$ cat src/rtl/print_arbiter_pkg.sv
// Shared types and default sizing for the print-path arbiter.
package print_arb_pkg;

  typedef enum logic [1:0] {
    ST_IDLE = 2'd0,
    ST_BUSY = 2'd1,
    ST_GAP  = 2'd2
  } state_t;

  localparam int DEF_N       = 3;
  localparam int DEF_TIMEOUT = 65536;
  localparam int DEF_GAP     = 2;

endpackage

$ cat src/rtl/print_arbiter_if.sv
// Requester and printer handshake bundle for print_arbiter.
interface print_arbiter_if import print_arb_pkg::*; #(parameter int N = DEF_N);

  logic [N-1:0]    req_i;
  logic [N-1:0]    type_i;
  logic [32*N-1:0] data_i;
  logic [N-1:0]    gnt_o;
  logic [N-1:0]    done_o;
  logic [N-1:0]    err_o;
  logic            busy_o;
  logic            req_tx;
  logic            type_tx;
  logic [31:0]     dout_tx;
  logic            ack_tx;

  // Requesters and printer side
  modport master (
    output req_i, type_i, data_i, ack_tx,
    input  gnt_o, done_o, err_o, busy_o, req_tx, type_tx, dout_tx
  );

  // Arbiter side
  modport slave (
    input  req_i, type_i, data_i, ack_tx,
    output gnt_o, done_o, err_o, busy_o, req_tx, type_tx, dout_tx
  );

endinterface

$ cat src/rtl/print_arbiter_rr_picker.sv
// Combinational round-robin picker: first asserted request after ptr, wrapping mod N.
module rr_picker
  import print_arb_pkg::*;
#(
  parameter int N  = DEF_N,
  parameter int IW = (N > 1) ? $clog2(N) : 1
) (
  input  logic [N-1:0]  req,
  input  logic [IW-1:0] ptr,
  output logic          valid,
  output logic [IW-1:0] idx,
  output logic [N-1:0]  onehot
);

  int k;

  always_comb begin
    valid  = 1'b0;
    idx    = '0;
    onehot = '0;
    k      = 0;
    // Scan ptr+1 .. ptr+N so the last winner has the lowest priority
    for (int i = 1; i <= N; i++) begin
      k = (int'(ptr) + i) % N;
      if (!valid && req[k]) begin
        valid     = 1'b1;
        idx       = IW'(k);
        onehot[k] = 1'b1;
      end
    end
  end

endmodule

$ cat src/rtl/print_arbiter.sv
// Round-robin owner of the serial print path: grant, hold req_tx until ack or timeout, then gap.
module print_arbiter
  import print_arb_pkg::*;
#(
  parameter int N       = DEF_N,
  parameter int TIMEOUT = DEF_TIMEOUT,
  parameter int GAP     = DEF_GAP
) (
  input logic            clk,
  input logic            rst,
  print_arbiter_if.slave bus
);

  localparam int IW = (N > 1) ? $clog2(N) : 1;
  localparam int TW = $clog2(TIMEOUT);
  localparam int GW = (GAP > 1) ? $clog2(GAP) : 1;

  state_t          state_q, state_d;
  logic [IW-1:0]   ptr_q, ptr_d;
  logic [IW-1:0]   owner_q, owner_d;
  logic [TW-1:0]   timer_q, timer_d;
  logic [GW-1:0]   gap_q, gap_d;
  logic [N-1:0]    gnt_q, gnt_d;
  logic [N-1:0]    done_q, done_d;
  logic [N-1:0]    err_q, err_d;
  logic            req_tx_q, req_tx_d;
  logic            type_tx_q, type_tx_d;
  logic [31:0]     dout_tx_q, dout_tx_d;

  logic            pick_valid;
  logic [IW-1:0]   pick_idx;
  logic [N-1:0]    pick_onehot;
  logic            sel_type;
  logic [31:0]     sel_data;

  rr_picker #(.N(N), .IW(IW)) u_picker (
    .req    (bus.req_i),
    .ptr    (ptr_q),
    .valid  (pick_valid),
    .idx    (pick_idx),
    .onehot (pick_onehot)
  );

  always_comb begin
    sel_type = 1'b0;
    sel_data = '0;
    for (int k = 0; k < N; k++) begin
      if (pick_onehot[k]) begin
        sel_type = bus.type_i[k];
        sel_data = bus.data_i[32*k +: 32];
      end
    end
  end

  always_comb begin
    state_d   = state_q;
    ptr_d     = ptr_q;
    owner_d   = owner_q;
    timer_d   = timer_q;
    gap_d     = gap_q;
    gnt_d     = gnt_q;
    done_d    = '0;
    err_d     = '0;
    req_tx_d  = req_tx_q;
    type_tx_d = type_tx_q;
    dout_tx_d = dout_tx_q;
    unique case (state_q)
      ST_IDLE: begin
        if (pick_valid) begin
          owner_d   = pick_idx;
          gnt_d     = pick_onehot;
          type_tx_d = sel_type;
          dout_tx_d = sel_data;
          req_tx_d  = 1'b1;
          timer_d   = '0;
          state_d   = ST_BUSY;
        end
      end
      ST_BUSY: begin
        timer_d = timer_q + TW'(1);
        // A late ack on the timeout cycle still counts as success
        if (bus.ack_tx || (timer_q == TW'(TIMEOUT - 1))) begin
          if (bus.ack_tx) done_d = gnt_q;
          else            err_d  = gnt_q;
          req_tx_d = 1'b0;
          gnt_d    = '0;
          ptr_d    = owner_q;
          gap_d    = '0;
          state_d  = ST_GAP;
        end
      end
      ST_GAP: begin
        if (gap_q == GW'(GAP - 1)) state_d = ST_IDLE;
        else                       gap_d   = gap_q + GW'(1);
      end
      default: state_d = ST_IDLE;
    endcase
  end

  always_ff @(posedge clk) begin
    if (rst) begin
      state_q   <= ST_IDLE;
      ptr_q     <= IW'(N - 1);
      owner_q   <= '0;
      timer_q   <= '0;
      gap_q     <= '0;
      gnt_q     <= '0;
      done_q    <= '0;
      err_q     <= '0;
      req_tx_q  <= 1'b0;
      type_tx_q <= 1'b0;
      dout_tx_q <= '0;
    end else begin
      state_q   <= state_d;
      ptr_q     <= ptr_d;
      owner_q   <= owner_d;
      timer_q   <= timer_d;
      gap_q     <= gap_d;
      gnt_q     <= gnt_d;
      done_q    <= done_d;
      err_q     <= err_d;
      req_tx_q  <= req_tx_d;
      type_tx_q <= type_tx_d;
      dout_tx_q <= dout_tx_d;
    end
  end

  assign bus.gnt_o   = gnt_q;
  assign bus.done_o  = done_q;
  assign bus.err_o   = err_q;
  assign bus.busy_o  = (state_q != ST_IDLE);
  assign bus.req_tx  = req_tx_q;
  assign bus.type_tx = type_tx_q;
  assign bus.dout_tx = dout_tx_q;

endmodule

$ cat src/flat_wrapper.sv
// flat-port wrapper written by rule: the top's interface ports become plain ports
module print_arbiter_flat import print_arb_pkg::*;
#(
  parameter int N       = DEF_N,
  parameter int TIMEOUT = DEF_TIMEOUT,
  parameter int GAP     = DEF_GAP
)
  (clk, rst, bus_req_i, bus_type_i, bus_data_i, bus_ack_tx, bus_gnt_o, bus_done_o, bus_err_o, bus_busy_o, bus_req_tx, bus_type_tx, bus_dout_tx);
  print_arbiter_if #(.N(N)) bus_i ();
  input logic clk;
  input logic rst;
  input wire logic [$bits(bus_i.req_i)-1:0] bus_req_i;
  input wire logic [$bits(bus_i.type_i)-1:0] bus_type_i;
  input wire logic [$bits(bus_i.data_i)-1:0] bus_data_i;
  input wire logic [$bits(bus_i.ack_tx)-1:0] bus_ack_tx;
  output wire logic [$bits(bus_i.gnt_o)-1:0] bus_gnt_o;
  output wire logic [$bits(bus_i.done_o)-1:0] bus_done_o;
  output wire logic [$bits(bus_i.err_o)-1:0] bus_err_o;
  output wire logic [$bits(bus_i.busy_o)-1:0] bus_busy_o;
  output wire logic [$bits(bus_i.req_tx)-1:0] bus_req_tx;
  output wire logic [$bits(bus_i.type_tx)-1:0] bus_type_tx;
  output wire logic [$bits(bus_i.dout_tx)-1:0] bus_dout_tx;
  assign bus_i.req_i = bus_req_i;
  assign bus_i.type_i = bus_type_i;
  assign bus_i.data_i = bus_data_i;
  assign bus_i.ack_tx = bus_ack_tx;
  assign bus_gnt_o = bus_i.gnt_o;
  assign bus_done_o = bus_i.done_o;
  assign bus_err_o = bus_i.err_o;
  assign bus_busy_o = bus_i.busy_o;
  assign bus_req_tx = bus_i.req_tx;
  assign bus_type_tx = bus_i.type_tx;
  assign bus_dout_tx = bus_i.dout_tx;
  print_arbiter #(.N(N), .TIMEOUT(TIMEOUT), .GAP(GAP)) u_core (.clk(clk), .rst(rst), .bus(bus_i));
endmodule
$ cat config.mk
export PLATFORM = sky130hd
export DESIGN_NAME = print_arbiter_flat
export DESIGN_NICKNAME = d
export VERILOG_FILES = /design/src/rtl/print_arbiter_pkg.sv /design/src/rtl/print_arbiter_if.sv /design/src/rtl/print_arbiter_rr_picker.sv /design/src/rtl/print_arbiter.sv /design/src/flat_wrapper.sv
export SDC_FILE = /design/constraint.sdc
export NUM_CORES = 1
export LEC_CHECK = 0
export BUFFER_PORTS_ARGS = -buffer_cell sky130_fd_sc_hd__buf_2
export CAP_MARGIN = 20
export CORE_ASPECT_RATIO = 1.75
export CORE_MARGIN = 2
export CORE_UTILIZATION = 51
export CTS_BUF_LIST = sky130_fd_sc_hd__clkbuf_8
export DETAILED_ROUTE_END_ITERATION = 16
export PLACE_DENSITY = 0.92
export SLEW_MARGIN = 20
export SYNTH_ARGS = -nofsm -noshare
export SYNTH_HDL_FRONTEND = slang
export SYNTH_SLANG_ARGS = --single-unit
export TNS_END_PERCENT = 10
$ cat constraint.sdc
create_clock -name clk -period 8.8 [get_ports clk]
set_clock_uncertainty 0.2 [all_clocks]
set_input_delay 0.88 -clock clk [delete_from_list [all_inputs] [get_ports clk]]
set_output_delay 0.88 -clock clk [all_outputs]
set_load 0.01 [all_outputs]
==> results.cfg <==
[clocking]
clk_latency_ns = 0.35
clkSinkCount = 66
worst_path_clk_slew_ns = 0.07
cts_htree_levels = 3
post-cts-setup-buffers = 0
cts_resized = 0
clk_root_buffer_cell = sky130_fd_sc_hd__clkbuf_8
cts_tree = yes
numCtsBuffers = 9
number_of_hold_buffers_added_after_cts = 0
clockBufferDepth = 2

[synth]
async_flop_share_pct = 0
yosys.cell_count.top_type = sky130_fd_sc_hd__dfxtp_1
synth.yosys.warnings = 0
synth_top_area_share_pct = 43.0
postSynthAreaPerCell_um2 = 9.36
synth_cell_types = 52
synth-edff-count = 0
synthesized_area_mm2 = 0.00307
synth_sequential_area_ratio_pct = 43.0
postSynthCellCount = 328
synth.area.top_cells = sky130_fd_sc_hd__dfxtp_1 43%, sky130_fd_sc_hd__a221o_1 10%, sky130_fd_sc_hd__a22o_1 9.7%, sky130_fd_sc_hd__a21oi_1 3.3%, sky130_fd_sc_hd__nor2_1 2.6%
synth_seq_cells = 66
synth_top_area_cell = sky130_fd_sc_hd__dfxtp_1
yosys-top-cells-count = 66 x sky130_fd_sc_hd__dfxtp_1, 34 x sky130_fd_sc_hd__a22o_1, 31 x sky130_fd_sc_hd__a221o_1, 21 x sky130_fd_sc_hd__nor2_1, 20 x sky130_fd_sc_hd__a21oi_1
synth.net_count = 438
dominantRegCellSynth = sky130_fd_sc_hd__dfxtp_1

[die]
floorplan.die.height_um = 107
die_width_um = 62.7
fp.dieArea_mm2 = 0.00668
num_rows = 37
floorplan.initialDensity_pct = 52.7
io_pins = 149
design.core.area_mm2 = 0.00583

[finish]
filler_cell_count = 456
area_delta_synth_final_pct = 33.0
insertedDiodeCount = 0
final_net_count = 578
post_route_cells_drive_above_1_share_pct = 37.6
layout.area.seq_mm2 = 0.00132
footprint_of_the_multi_input_gates_mm2 = 0.00163

[job]
max_cap_viol_count = 0

[status]
status = finished clean

[timing]
maxSlewViolCount = 0
max_slew_margin_pct = 45.9
final-setup-viol-count = 0
worst_pin_slew_ns = 0.811
grt_setup_unrepaired = false
fin_setup_tns_ns = 0
period_needed_ns = 3.53
final_min_period_over_clock_period_pct = 40.2
finalWorstSetupSlack_ns = 5.27
clock.fmax_mhz = 283
hold_violations = 0

[critical_path]
path_max_fanout = 34
crit_type = reg -> reg
worst-r2r-cell-count = 9
required_time_at_the_endpoint_of_the_critical_path_ns = 8.90
timing.critical_path.from_type = flip-flop
endpoint_kind = flip-flop
cp.arrival_ns = 3.63

[drt]
first_pass_iters = 6
avgViaCountPerCell = 6.06
dr_total_vias = 3337
ant_nets = 0
routed_wl_um = 9770
drc_errors_left = 0
drt_first_iter_violations = 307
drt-wirelength-per-cell_um = 17.7

[global_routing]
grt_start_max_net_pins = 35
grt_pass1_vias = 3186
antenna_violations_before_repair = 0
grt_use_total_pct = 29.3
wire_length_of_the_first_global_routing_pass_um = 15300
globalRouteOverflowTotal = 0

[place]
preCtsSetupSlack_ns = 5.06
detailed_place_hpwl_um = 7240
gp_congestion = 0.917
numPortBuffers = 148

[power]
power.density_mw_per_mm2 = 196
total_power_mw = 0.802
p_leak_nw = 1.89
ir_drop_v = 0.000108

[min_path]
min_path_type = reg -> reg
worst_hold_path.num_cells = 2
stage by stage:
step / util, % / hold slack [ns] / area, um2 / instances
after floorplan: - / 0.236 / 3070 / 328
after global placement: 66.0 / 0.254 / 3850 / 534
after detailed placement: 66.0 / 0.249 / 3850 / 534
after CTS: 69.8 / 0.258 / 4070 / 550
after global routing: 70.1 / 0.298 / 4090 / 551
final: 70.1 / 0.257 / 4090 / 551
cells in the final DEF (no fill, tap or decap), drive strengths merged, types with 4 or more instances in the layout:
master / n
buf: 152
dfxtp: 66
a22o: 34
a221o: 31
nor2: 22
a21oi: 20
nand2: 17
nor3: 12
inv: 11
nand3: 10
clkbuf: 10
o21ai: 10
and2: 10
nand4: 5
a311oi: 5
ha: 5
mux2: 4
critical path: stages (launching register included):
cell                       delay (ns)
sky130_fd_sc_hd__dfxtp_1         0.39
sky130_fd_sc_hd__inv_1           0.08
sky130_fd_sc_hd__ha_1            0.47
sky130_fd_sc_hd__mux2_4          0.34
sky130_fd_sc_hd__a222oi_1        0.75
sky130_fd_sc_hd__a21oi_1         0.43
sky130_fd_sc_hd__nor2_2          0.16
sky130_fd_sc_hd__buf_4           0.37
sky130_fd_sc_hd__a22o_1          0.21
sky130_fd_sc_hd__a211o_1         0.08
where the power goes:
group / switching [mW] / leakage [nW] / internal [mW]
sequential: 0.0170 / 0.538 / 0.328
combinational: 0.0986 / 1.24 / 0.0798
clock: 0.113 / 0.113 / 0.165
logic make-up (layout without fill, tap and decap cells):
family | after synthesis | in the layout | share of synthesized area [%]
XOR/XNOR | 1 | 1 | 0.285
AND/OR/NAND/NOR | 95 | 95 | 16.0
adder cells (fa/ha/maj) | 5 | 5 | 2.04
AO/OA/AOI/OAI | 123 | 123 | 32.1
flip-flops | 66 | 66 | 43.0
multiplexers | 5 | 5 | 1.91
buffers and inverters | 33 | 178 | 4.64
final cells by class:
| cell class | instances | area share, % |
|---|---|---|
| Clock inverter | 6 | 1.99 |
| Clock buffer | 10 | 3.37 |
| Tap cell | 78 | 2.39 |
| Inverter | 10 | 0.919 |
| Timing Repair Buffer | 152 | 19.0 |
| Sequential cell | 66 | 32.3 |
| Multi-Input combinational cell | 229 | 40.0 |
worst paths after layout:
check,from,endpoint,slack (ns)
max,u_core.ptr_q[0],u_core.bus.dout_tx[25],5.27
min,u_core.owner_q[0],u_core.owner_q[0],0.26
max reg2reg,u_core.ptr_q[0],u_core.bus.dout_tx[25],5.27
min reg2reg,u_core.owner_q[0],u_core.owner_q[0],0.26
routing by layer:
metal,GRT usage [%],vias to the layer above,routed length [um]
met5,0,-,0
met4,15.7,0,365
met3,11.4,34,966
met2,49.3,192,4860
met1,31.5,1547,3580
li1,-,1564,-
sequential cells by signal, summed over array words and instances, names as in the netlist:
name,flops
u_core.bus.done_o,3
u_core.timer_q,16
u_core.gap_q,1
u_core.bus.req_tx,1
u_core.bus.gnt_o,3
u_core.bus.err_o,3
u_core.bus.type_tx,1
u_core.ptr_q,2
u_core.state_q,2
u_core.owner_q,2
u_core.bus.dout_tx,32
(Power assumes the default switching activity.)
